### config.mk
export PLATFORM = sky130hd
export DESIGN_NAME = inst_rom_loader
export DESIGN_NICKNAME = d
export VERILOG_FILES = /design/src/rtl/loader_pkg.sv /design/src/rtl/inst_rom_loader_mem.sv /design/src/rtl/inst_rom_loader.sv
export SDC_FILE = /design/constraint.sdc
export NUM_CORES = 2
export LEC_CHECK = 0
export BUFFER_PORTS_ARGS = -buffer_cell sky130_fd_sc_hd__buf_2
export CAP_MARGIN = 20
export CORE_AREA = 2 2 738 446
export CTS_CLUSTER_DIAMETER = 100
export DETAILED_ROUTE_END_ITERATION = 7
export DIE_AREA = 0 0 740 448
export PLACE_DENSITY_LB_ADDON = 0.08
export SYNTH_ARGS = -nofsm -noshare
export SYNTH_HDL_FRONTEND = slang
export SYNTH_SLANG_ARGS = --single-unit
export TNS_END_PERCENT = 20
### constraint.sdc
create_clock -name clk -period 4.3 [get_ports clk]
set_clock_uncertainty 0.2 [all_clocks]
set_input_delay 0.215 -clock clk [delete_from_list [all_inputs] [get_ports clk]]
set_output_delay 0.215 -clock clk [all_outputs]
set_load 0.03 [all_outputs]
### src/rtl/loader_pkg.sv
// Shared types and widths for the instruction ROM loader.
// Optional checksum stage is enabled by defining LOADER_CHECKSUM_EN.
package loader_pkg;

  localparam int LD_BYTE_W   = 8;
  // Widths of `InstBus and `InstAddrBus on the CPU side.
  localparam int INST_W      = 16;
  localparam int INST_ADDR_W = 16;

  typedef enum logic [2:0] {
    IDLE    = 3'd0,
    LEN_HI  = 3'd1,
    LEN_LO  = 3'd2,
    DATA_HI = 3'd3,
    DATA_LO = 3'd4,
    CHK     = 3'd5,
    RUN     = 3'd6
  } ld_state_t;

  // States in which the host stream is being consumed.
  function automatic logic is_loading(input ld_state_t s);
    return (s == LEN_HI) || (s == LEN_LO) || (s == DATA_HI) ||
           (s == DATA_LO) || (s == CHK);
  endfunction

endpackage

### src/rtl/inst_rom_loader_mem.sv
// Instruction storage: synchronous write, asynchronous read, never cleared.
module inst_mem
  import loader_pkg::*;
#(
  parameter int ADDR_W = 8
) (
  input  logic              clk,
  input  logic              we,
  input  logic [ADDR_W-1:0] waddr,
  input  logic [INST_W-1:0] wdata,
  input  logic [ADDR_W-1:0] raddr,
  output logic [INST_W-1:0] rdata
);

  logic [INST_W-1:0] mem [2**ADDR_W];

  always_ff @(posedge clk) begin
    if (we) begin
      mem[waddr] <= wdata;
    end
  end

  assign rdata = mem[raddr];

endmodule

### src/rtl/inst_rom_loader.sv
// Run-time loadable instruction ROM feeding the CPU fetch port; holds the CPU in reset until a load completes.
// Define LOADER_CHECKSUM_EN to require a trailing XOR checksum byte on every load.
module inst_rom_loader
  import loader_pkg::*;
#(
  parameter int ADDR_W = 8
) (
  input  logic                   clk,
  input  logic                   rst,
  input  logic                   ld_start_i,
  input  logic                   ld_valid_i,
  input  logic [LD_BYTE_W-1:0]   ld_byte_i,
  output logic                   ld_ready_o,
  input  logic                   rom_ce_i,
  input  logic [INST_ADDR_W-1:0] rom_addr_i,
  output logic [INST_W-1:0]      rom_data_o,
  output logic                   cpu_rst_o,
  output logic                   busy_o,
  output logic                   done_o,
  output logic                   err_o,
  output logic [ADDR_W:0]        words_o,
  output ld_state_t              state_o
);

  localparam int unsigned DEPTH = 2**ADDR_W;

  // Handshake: a byte transfers on every rising edge where ld_valid_i && ld_ready_o;
  // ld_ready_o depends only on the state register, never on ld_valid_i.
  ld_state_t             state;
  logic [LD_BYTE_W-1:0]  len_hi_q;
  logic [LD_BYTE_W-1:0]  data_hi_q;
  logic [ADDR_W:0]       len_q;
  logic [ADDR_W:0]       wr_ptr;
  logic [ADDR_W:0]       ptr_nxt;
  logic [15:0]           len_field;
  logic                  accept;
  logic                  mem_we;
  logic [INST_W-1:0]     mem_rdata;
  logic                  rd_hit;

  assign ld_ready_o = is_loading(state);
  assign busy_o     = is_loading(state);
  assign state_o    = state;
  assign accept     = ld_valid_i && ld_ready_o;
  assign len_field  = {len_hi_q, ld_byte_i};
  assign ptr_nxt    = wr_ptr + (ADDR_W+1)'(1);
  // A restart in the same cycle wins, so the colliding byte must not reach memory.
  assign mem_we     = accept && !ld_start_i && (state == DATA_LO);

`ifdef LOADER_CHECKSUM_EN
  logic [LD_BYTE_W-1:0] xor_q;
  logic [LD_BYTE_W-1:0] xor_nxt;
  assign xor_nxt = xor_q ^ ld_byte_i;
`endif

  always_ff @(posedge clk) begin
    if (rst) begin
      state     <= IDLE;
      cpu_rst_o <= 1'b1;
      done_o    <= 1'b0;
      err_o     <= 1'b0;
      words_o   <= '0;
      wr_ptr    <= '0;
      len_q     <= '0;
      len_hi_q  <= '0;
      data_hi_q <= '0;
`ifdef LOADER_CHECKSUM_EN
      xor_q     <= '0;
`endif
    end else begin
      done_o <= 1'b0;
      if (ld_start_i) begin
        state     <= LEN_HI;
        cpu_rst_o <= 1'b1;
        err_o     <= 1'b0;
        wr_ptr    <= '0;
`ifdef LOADER_CHECKSUM_EN
        xor_q     <= '0;
`endif
      end else if (accept) begin
`ifdef LOADER_CHECKSUM_EN
        xor_q <= xor_nxt;
`endif
        case (state)
          LEN_HI: begin
            len_hi_q <= ld_byte_i;
            state    <= LEN_LO;
          end
          LEN_LO: begin
            if (len_field == 16'h0000 || 32'(len_field) > DEPTH) begin
              err_o <= 1'b1;
              state <= IDLE;
            end else begin
              len_q <= len_field[ADDR_W:0];
              state <= DATA_HI;
            end
          end
          DATA_HI: begin
            data_hi_q <= ld_byte_i;
            state     <= DATA_LO;
          end
          DATA_LO: begin
            wr_ptr <= ptr_nxt;
            if (ptr_nxt == len_q) begin
`ifdef LOADER_CHECKSUM_EN
              state <= CHK;
`else
              state     <= RUN;
              words_o   <= len_q;
              done_o    <= 1'b1;
              cpu_rst_o <= 1'b0;
`endif
            end else begin
              state <= DATA_HI;
            end
          end
`ifdef LOADER_CHECKSUM_EN
          CHK: begin
            if (xor_nxt == '0) begin
              state     <= RUN;
              words_o   <= len_q;
              done_o    <= 1'b1;
              cpu_rst_o <= 1'b0;
            end else begin
              err_o <= 1'b1;
              state <= IDLE;
            end
          end
`endif
          default: begin
            state <= state;
          end
        endcase
      end
    end
  end

  inst_mem #(
    .ADDR_W (ADDR_W)
  ) u_mem (
    .clk   (clk),
    .we    (mem_we),
    .waddr (wr_ptr[ADDR_W-1:0]),
    .wdata ({data_hi_q, ld_byte_i}),
    .raddr (rom_addr_i[ADDR_W-1:0]),
    .rdata (mem_rdata)
  );

  // Words beyond the last successful load are stale, so they read as zero.
  assign rd_hit = rom_ce_i &&
                  (rom_addr_i[INST_ADDR_W-1:ADDR_W] == '0) &&
                  ({1'b0, rom_addr_i[ADDR_W-1:0]} < words_o);
  assign rom_data_o = rd_hit ? mem_rdata : '0;

endmodule

### After elaboration in Yosys (flattened, before gate mapping)

Memories as Yosys holds them, arrays and structs flattened.
Cells that the tools add are included.
Widths: inputs -> output; s select.

* register bits: 49
* RAM bits: 4096
* input port bits: 29
* output and inout port bits: 33
* memories kept: 1

* $add $sub $neg: 1
* order comparisons: 2
* equality and inequality tests: 6
* multiplexer cells: 9
* bitwise logic cells: 4
* reductions and logical operators: 27

Memories
* u_mem.mem: depth 256, bits a word 16, read ports 1, clocked after Yosys merged registers in 0, wr ports 1, RTL line inst_rom_loader_mem.sv:15 `logic [INST_W-1:0] mem [2**ADDR_W];`

Operators with widths (number)
* $gt 16x9->1 const B: 1
* $logic_not 16->1: 1
* $mux 16: 1
* $pmux 3 s4: 1
* $reduce_and 3->1: 4
* $add 9x1->9 const B: 1
* $eq 9x9->1: 1
* $lt 8x9->1: 1
* $logic_not 8->1: 1
* $reduce_and 4->1: 2
* $eq 3x2->1 const B: 2
* $eq 3x3->1 const B: 2
* $reduce_and 2->1: 3
* $logic_and 1x1->1: 5
* $logic_or 1x1->1: 5
* $mux 1: 5
* $reduce_bool 5->1: 1
* $not 1->1: 4
* $reduce_bool 4->1: 1
* $reduce_or 4->1: 1
* $eq 3x1->1 const B: 1
* $mux 3: 1
* $mux 2: 1
* $reduce_bool 2->1: 1
* other kinds (2): 2

### Longest topological paths before layout

* word-level depth: 10
* mapped depth: 13
* mapped depth without buffers: 8

### Cells and area by module

A second synthesis with hierarchy kept.

* cells, all modules: 7665
* area, all modules: 161185.8 um^2

By module, submodules not included
* inst_mem: instances 1, cells an instance 7344, area an instance 158394.4 um^2, seq. area each 122998.0 um^2
* inst_rom_loader: instances 1, cells an instance 321, area an instance 2791.4 um^2, seq. area each 980.9 um^2

### Least setup slack after synthesis

Ideal clock, no wire load.

* kind: register to register
* start point: register data_hi_q[2]
* end point: memory u_mem.mem[0][10], data pin
* setup time: 856 ps
* arrival time: 3397 ps
* required time: 3244 ps
* slack: -153 ps
* cell stages (with the launch flop): 1
* buffers on the path: 0
* period minus slack after synthesis: 4453 ps
* cell sequence: dfxtp_1

RTL lines
* start: declaration: RTL line inst_rom_loader.sv:31 `logic [LD_BYTE_W-1:0] data_hi_q;`
* start signal: assignment: RTL line inst_rom_loader.sv:99 `data_hi_q <= ld_byte_i;`
* end: declaration: RTL line inst_rom_loader_mem.sv:15

Straight into the memory's write port.

### Worst setup path in the final report

* start point: memory u_mem.mem[79][10]
* end point: output port rom_data_o[10]

* cells in the longest elaborated chain, start to end: 2

Ends and longest elaborated chain
* $mem_v2 256x16
* $mux 16: RTL line inst_rom_loader.sv:153 `assign rom_data_o = rd_hit ? mem_rdata : '0;`
* end: declaration: RTL line inst_rom_loader.sv:16 `output logic [INST_W-1:0] rom_data_o,`

No other way between the ends.

==> PnR_summary.wiki <==
{| class="wikitable"
! Metric !! Value
|-
| Number of clock buffers inserted by TritonCTS || ~380
|-
| Via count of the first global-routing pass || 83,371
|-
| Worst Path Required || roughly 3.9 ns
|-
| Number of flip-flops and latches in the synthesized netlist || between 4,000 and 5,000
|-
| Share of synthesized registers carrying an async set or reset || 0%
|-
| Final setup violation count || 4
|-
| Violation count after the first detailed-routing iteration || 13,529
|-
| Crit-path slowest cell || sky130_fd_sc_hd__nor3_1
|-
| Number of cells on the worst hold path || 2
|-
| Type of the most critical hold path || in2reg
|-
| Number of search-and-repair iterations in the first detailed-routing pass || 6
|-
| Cell area after placement || between 150,000 and 200,000 sq um
|-
| Via Count || ~88,000
|-
| Final Worst Setup Slack || -0.0645 ns
|-
| Transition time of the tightest slew-check pin || between 1 and 1.5 ns
|-
| Worst skew pair latency || roughly 0.91 ns
|-
| Post-detailed-route count of antenna-violating nets || 0
|-
| Worst setup slack before clock tree synthesis || -0.407 ns
|-
| Instance count of the mapped netlist || roughly 8,000
|-
| Slack of the worst reg-to-reg path || between 0.2 and 0.25 ns
|-
| Design Power || 81.6 mW
|-
| Largest net degree at the start of global routing || around 150
|-
| Post-detailed-route wirelength per cell || roughly 37 microns
|-
| Remaining routing DRC violations || 0
|-
| Final Slew Violations || 0
|-
| Met3 global-route usage || 8.81%
|-
| Die area || ~330,000 sq um
|-
| R2R Path Start || state_o[1]
|-
| Total number of H-tree levels || 5
|-
| Number of distinct standard cells referenced by the synthesized netlist || 67
|-
| Leakage power || roughly 66 nW
|-
| Setup repair after global routing missed its margin || true
|-
| Width of the die || between 700 and 800 microns
|-
| Fin area || about 190,000 sq um
|-
| Core area || 324,000 sq um
|-
| I/O Buffers || 61
|-
| Most used DFF post-synth || sky130_fd_sc_hd__edfxtp_1
|-
| CTS tree || yes
|-
| Final-stage net count || around 9,000
|-
| GR Util met2 || about two fifths
|-
| Crit. End Element || output pin
|-
| # Post-CTS Setup Buffers || 0
|-
| Proportion of synthesized chip area in sequential cells || 76.6%
|-
| Critical register-to-register path endpoint || u_mem.mem[61][5]
|-
| Time the final worst path needs with I/O delays and setup || roughly 4.4 ns
|-
| Fraction of layout cells with a size suffix above 1 || about 24%
|-
| Global-route wire length before repair || roughly 690,000 microns
|-
| Synth Area per Inst || ~20 sq um
|-
| Path type of the worst setup path || reg2out
|-
| Critical Path AT || just under 4 ns
|-
| Cells on worst reg2reg path || 8
|-
| Netlist area before placement || ~160,000 sq um
|-
| Total of max-cap violations || 0
|-
| Placer congestion estimate || 0.895
|-
| CTS sink cnt || between 4,000 and 5,000
|-
| Gr usage total || 29.8%
|-
| Final core area utilization || 57.2%
|-
| Share of the clock period used by the worst path after layout || 102%
|-
| Hold endpoint || u_mem.mem[82][1]
|-
| Yosys warning count || 0
|-
| Estimated wirelength of the detail-placed design || 316,000 microns
|-
| CP peak stage delay || a little under 0.6 ns
|-
| Pwr per Cell Area || 441 nW/um^2
|-
| Global routing's busiest layer || met1
|-
| Detail-routed via count per cell || around 6.5
|-
| Root buf cell || sky130_fd_sc_hd__clkbuf_16
|-
| Type of element launching the critical path || register
|-
| Violated checks || setup timing
|-
| Worst-path fanout max || 1
|-
| Relative slew margins || between 10% and 20%
|-
| Total detailed-routing wirelength || about 500,000 microns
|-
| List of cells traversed by the critical path || mux4_2, nor3_1, a211oi_4, nor3_2, buf_4, o211ai_1, buf_12, o2bb2ai_1, buf_2
|-
| Die Span Y || approximately 450 microns
|-
| Met1 demand-to-capacity share in global routing || 47.7%
|-
| I/O pins || 62
|-
| Highest clock frequency the design can meet || roughly 230 MHz
|-
| Maximum count of clock buffers along a single path || 4
|-
| Peak supply drop || ~0.38 mV
|-
| EDFF count, synth || ~4,100
|-
| Clock transition at the registers of the reported paths || around 0.060 ns
|-
| Total global routing overflow || 0
|-
| Effective utilization at floorplan || about 50%
|-
| Layout area overhead || 14.5%
|-
| Placement Rows || roughly 160
|-
| Outcome || complete, but fails checks
|-
| Hold Fails Final Rpt || 0
|-
| Net count after synthesis || approximately 8,100
|-
| Antenna violations before repair || 26
|-
| Startpoint of the worst hold path || ld_byte_i[1]
|}
==> logic make-up after synthesis <==
kind of cell	after synthesis	share of synthesized area [%]
simple gates	743	2.11
fa+ha+maj	11	0.0851
mux	1532	14.1
flops	4145	76.6
compound gates	1127	5.08
xor+xnor	16	0.0866
buf+inv	529	1.97
==> sequential cells by signal (all words and copies together) (netlist names) <==
| name | flops |
|---|---|
| words_o | 9 |
| data_hi_q | 8 |
| len_hi_q | 8 |
| wr_ptr | 9 |
| done_o | 1 |
| u_mem.mem | 4096 |
| state_o | 3 |
| len_q | 9 |
| err_o | 1 |
| cpu_rst_o | 1 |
==> through the flow <==
step,TNS (ns),std cells,hold WS [ns]
after global placement,-2.61,12845,0.247
final,-0.122,13549,0.0668
after CTS,-0.417,13540,0.00749
after global routing,-0.154,13542,0.0461
after detailed placement,-1.16,12850,0.256
after floorplan,0,8103,0.114
==> area by class of cell <==
| type | instances | area, sq um |
|---|---|---|
| fillers | 24119 | 139000 |
| clock inverters | 210 | 1910 |
| clock buffers | 466 | 10100 |
| repair buffers | 927 | 8610 |
| diodes | 8 | 20.0 |
| inverters | 18 | 83.8 |
| well taps | 4346 | 5440 |
| flip-flops and latches | 4145 | 124000 |
| multi-input cells | 3429 | 35200 |
==> metal layers <==
layer  vias up  wire [microns]
li1      35385               -
met1     47211          222000
met2      5064          203000
met3       628           62600
met4         8           12500
met5         -              48
==> synthesized netlist by cell type, types with 4 or more instances <==
library cell                instances  share of area (%)
sky130_fd_sc_hd__nor2_1           351               0.81
sky130_fd_sc_hd__a311oi_1           7              0.038
sky130_fd_sc_hd__o2111ai_1          4              0.022
sky130_fd_sc_hd__a22o_1            40               0.22
sky130_fd_sc_hd__a221oi_1         296                1.6
sky130_fd_sc_hd__xor2_1             9              0.049
sky130_fd_sc_hd__a211oi_1          60               0.28
sky130_fd_sc_hd__mux2_2            12              0.084
sky130_fd_sc_hd__a21oi_1          128               0.40
sky130_fd_sc_hd__buf_2             65               0.20
sky130_fd_sc_hd__nor3_1            93               0.29
sky130_fd_sc_hd__and2_1             9              0.035
sky130_fd_sc_hd__a22oi_1           54               0.25
sky130_fd_sc_hd__o22ai_1           21              0.081
sky130_fd_sc_hd__nor2b_1           16              0.062
sky130_fd_sc_hd__mux4_2           589                8.2
sky130_fd_sc_hd__and3_1             6              0.023
sky130_fd_sc_hd__a221o_1          101               0.62
sky130_fd_sc_hd__nand2b_1          44               0.17
sky130_fd_sc_hd__or2_2             18              0.070
sky130_fd_sc_hd__a32oi_1            8              0.043
sky130_fd_sc_hd__or3_1             32               0.12
sky130_fd_sc_hd__o31ai_1           70               0.32
sky130_fd_sc_hd__o21a_1             6              0.028
sky130_fd_sc_hd__buf_4             46               0.21
sky130_fd_sc_hd__o31a_1             7              0.038
sky130_fd_sc_hd__nand2_1           91               0.21
sky130_fd_sc_hd__a21o_1             6              0.028
sky130_fd_sc_hd__dfxtp_1           49               0.61
sky130_fd_sc_hd__a31oi_1           38               0.15
sky130_fd_sc_hd__nand4_1           18              0.070
sky130_fd_sc_hd__buf_8              9              0.084
sky130_fd_sc_hd__mux2i_1          930                5.8
sky130_fd_sc_hd__edfxtp_1        4096                 76
sky130_fd_sc_hd__inv_1             17              0.039
sky130_fd_sc_hd__ha_1              11              0.085
sky130_fd_sc_hd__nor4_1            13              0.050
sky130_fd_sc_hd__xnor2_1            7              0.038
sky130_fd_sc_hd__nand3_1           41               0.13
sky130_fd_sc_hd__o211ai_1          29               0.13
sky130_fd_sc_hd__buf_1             26              0.060
sky130_fd_sc_hd__clkbuf_1         255               0.59
sky130_fd_sc_hd__buf_6            107               0.74
sky130_fd_sc_hd__o21ai_0          229               0.71
==> repair_timing <==
action	CTS	global route
endpoints found under the hold margin	766	0
setup endpoints to repair	14	11
hold buffers	14	0
pin swaps	3	2
gates resized for setup	33	18
gates cloned	0	0
==> power by group <==
group	internal (mW)	switching, mW	leakage, nW	total (mW)
logic	1.34	2.71	17.3	4.05
registers	44.0	0.00757	42.6	44.0
clock network	18.7	14.8	5.89	33.6
total	64.1	17.5	65.8	81.6
==> layout by cell type (no fill, tap or decap), types with 86 or more instances in the layout <==
cell type / synthesis / layout
sky130_fd_sc_hd__a21oi_1: 128 / 125
sky130_fd_sc_hd__a221o_1: 101 / 101
sky130_fd_sc_hd__a221oi_1: 296 / 290
sky130_fd_sc_hd__buf_12: 3 / 131
sky130_fd_sc_hd__buf_4: 46 / 721
sky130_fd_sc_hd__clkbuf_16: 0 / 391
sky130_fd_sc_hd__edfxtp_1: 4096 / 4096
sky130_fd_sc_hd__mux2i_1: 930 / 930
sky130_fd_sc_hd__mux4_2: 589 / 589
sky130_fd_sc_hd__nor2_1: 351 / 268
sky130_fd_sc_hd__nor3_1: 93 / 86
sky130_fd_sc_hd__o21ai_0: 229 / 222
==> how the worst max path moves through the flow <==
stage	slack, ns	endpoint	startpoint	depth (start not counted)
floorplan	0.73	u_mem.mem[63][0]	state_o[1]	5
global placement	-0.46	rom_data_o[10]	rom_addr_i[1]	12
detailed placement	-0.41	rom_data_o[12]	rom_addr_i[0]	11
CTS	-0.24	rom_data_o[8]	u_mem.mem[79][8]	10
global route	-0.11	rom_data_o[5]	u_mem.mem[44][5]	9
finish	-0.06	rom_data_o[10]	u_mem.mem[79][10]	9
==> critical path, delay by kind of cell, from the launching register on <==
kind	cells	cell delay, ns
buf+inv	3	0.62
compound gates	3	0.57
simple gates	2	1.00
flops	1	0.36
mux	1	0.48
(Power assumes the default switching activity.)
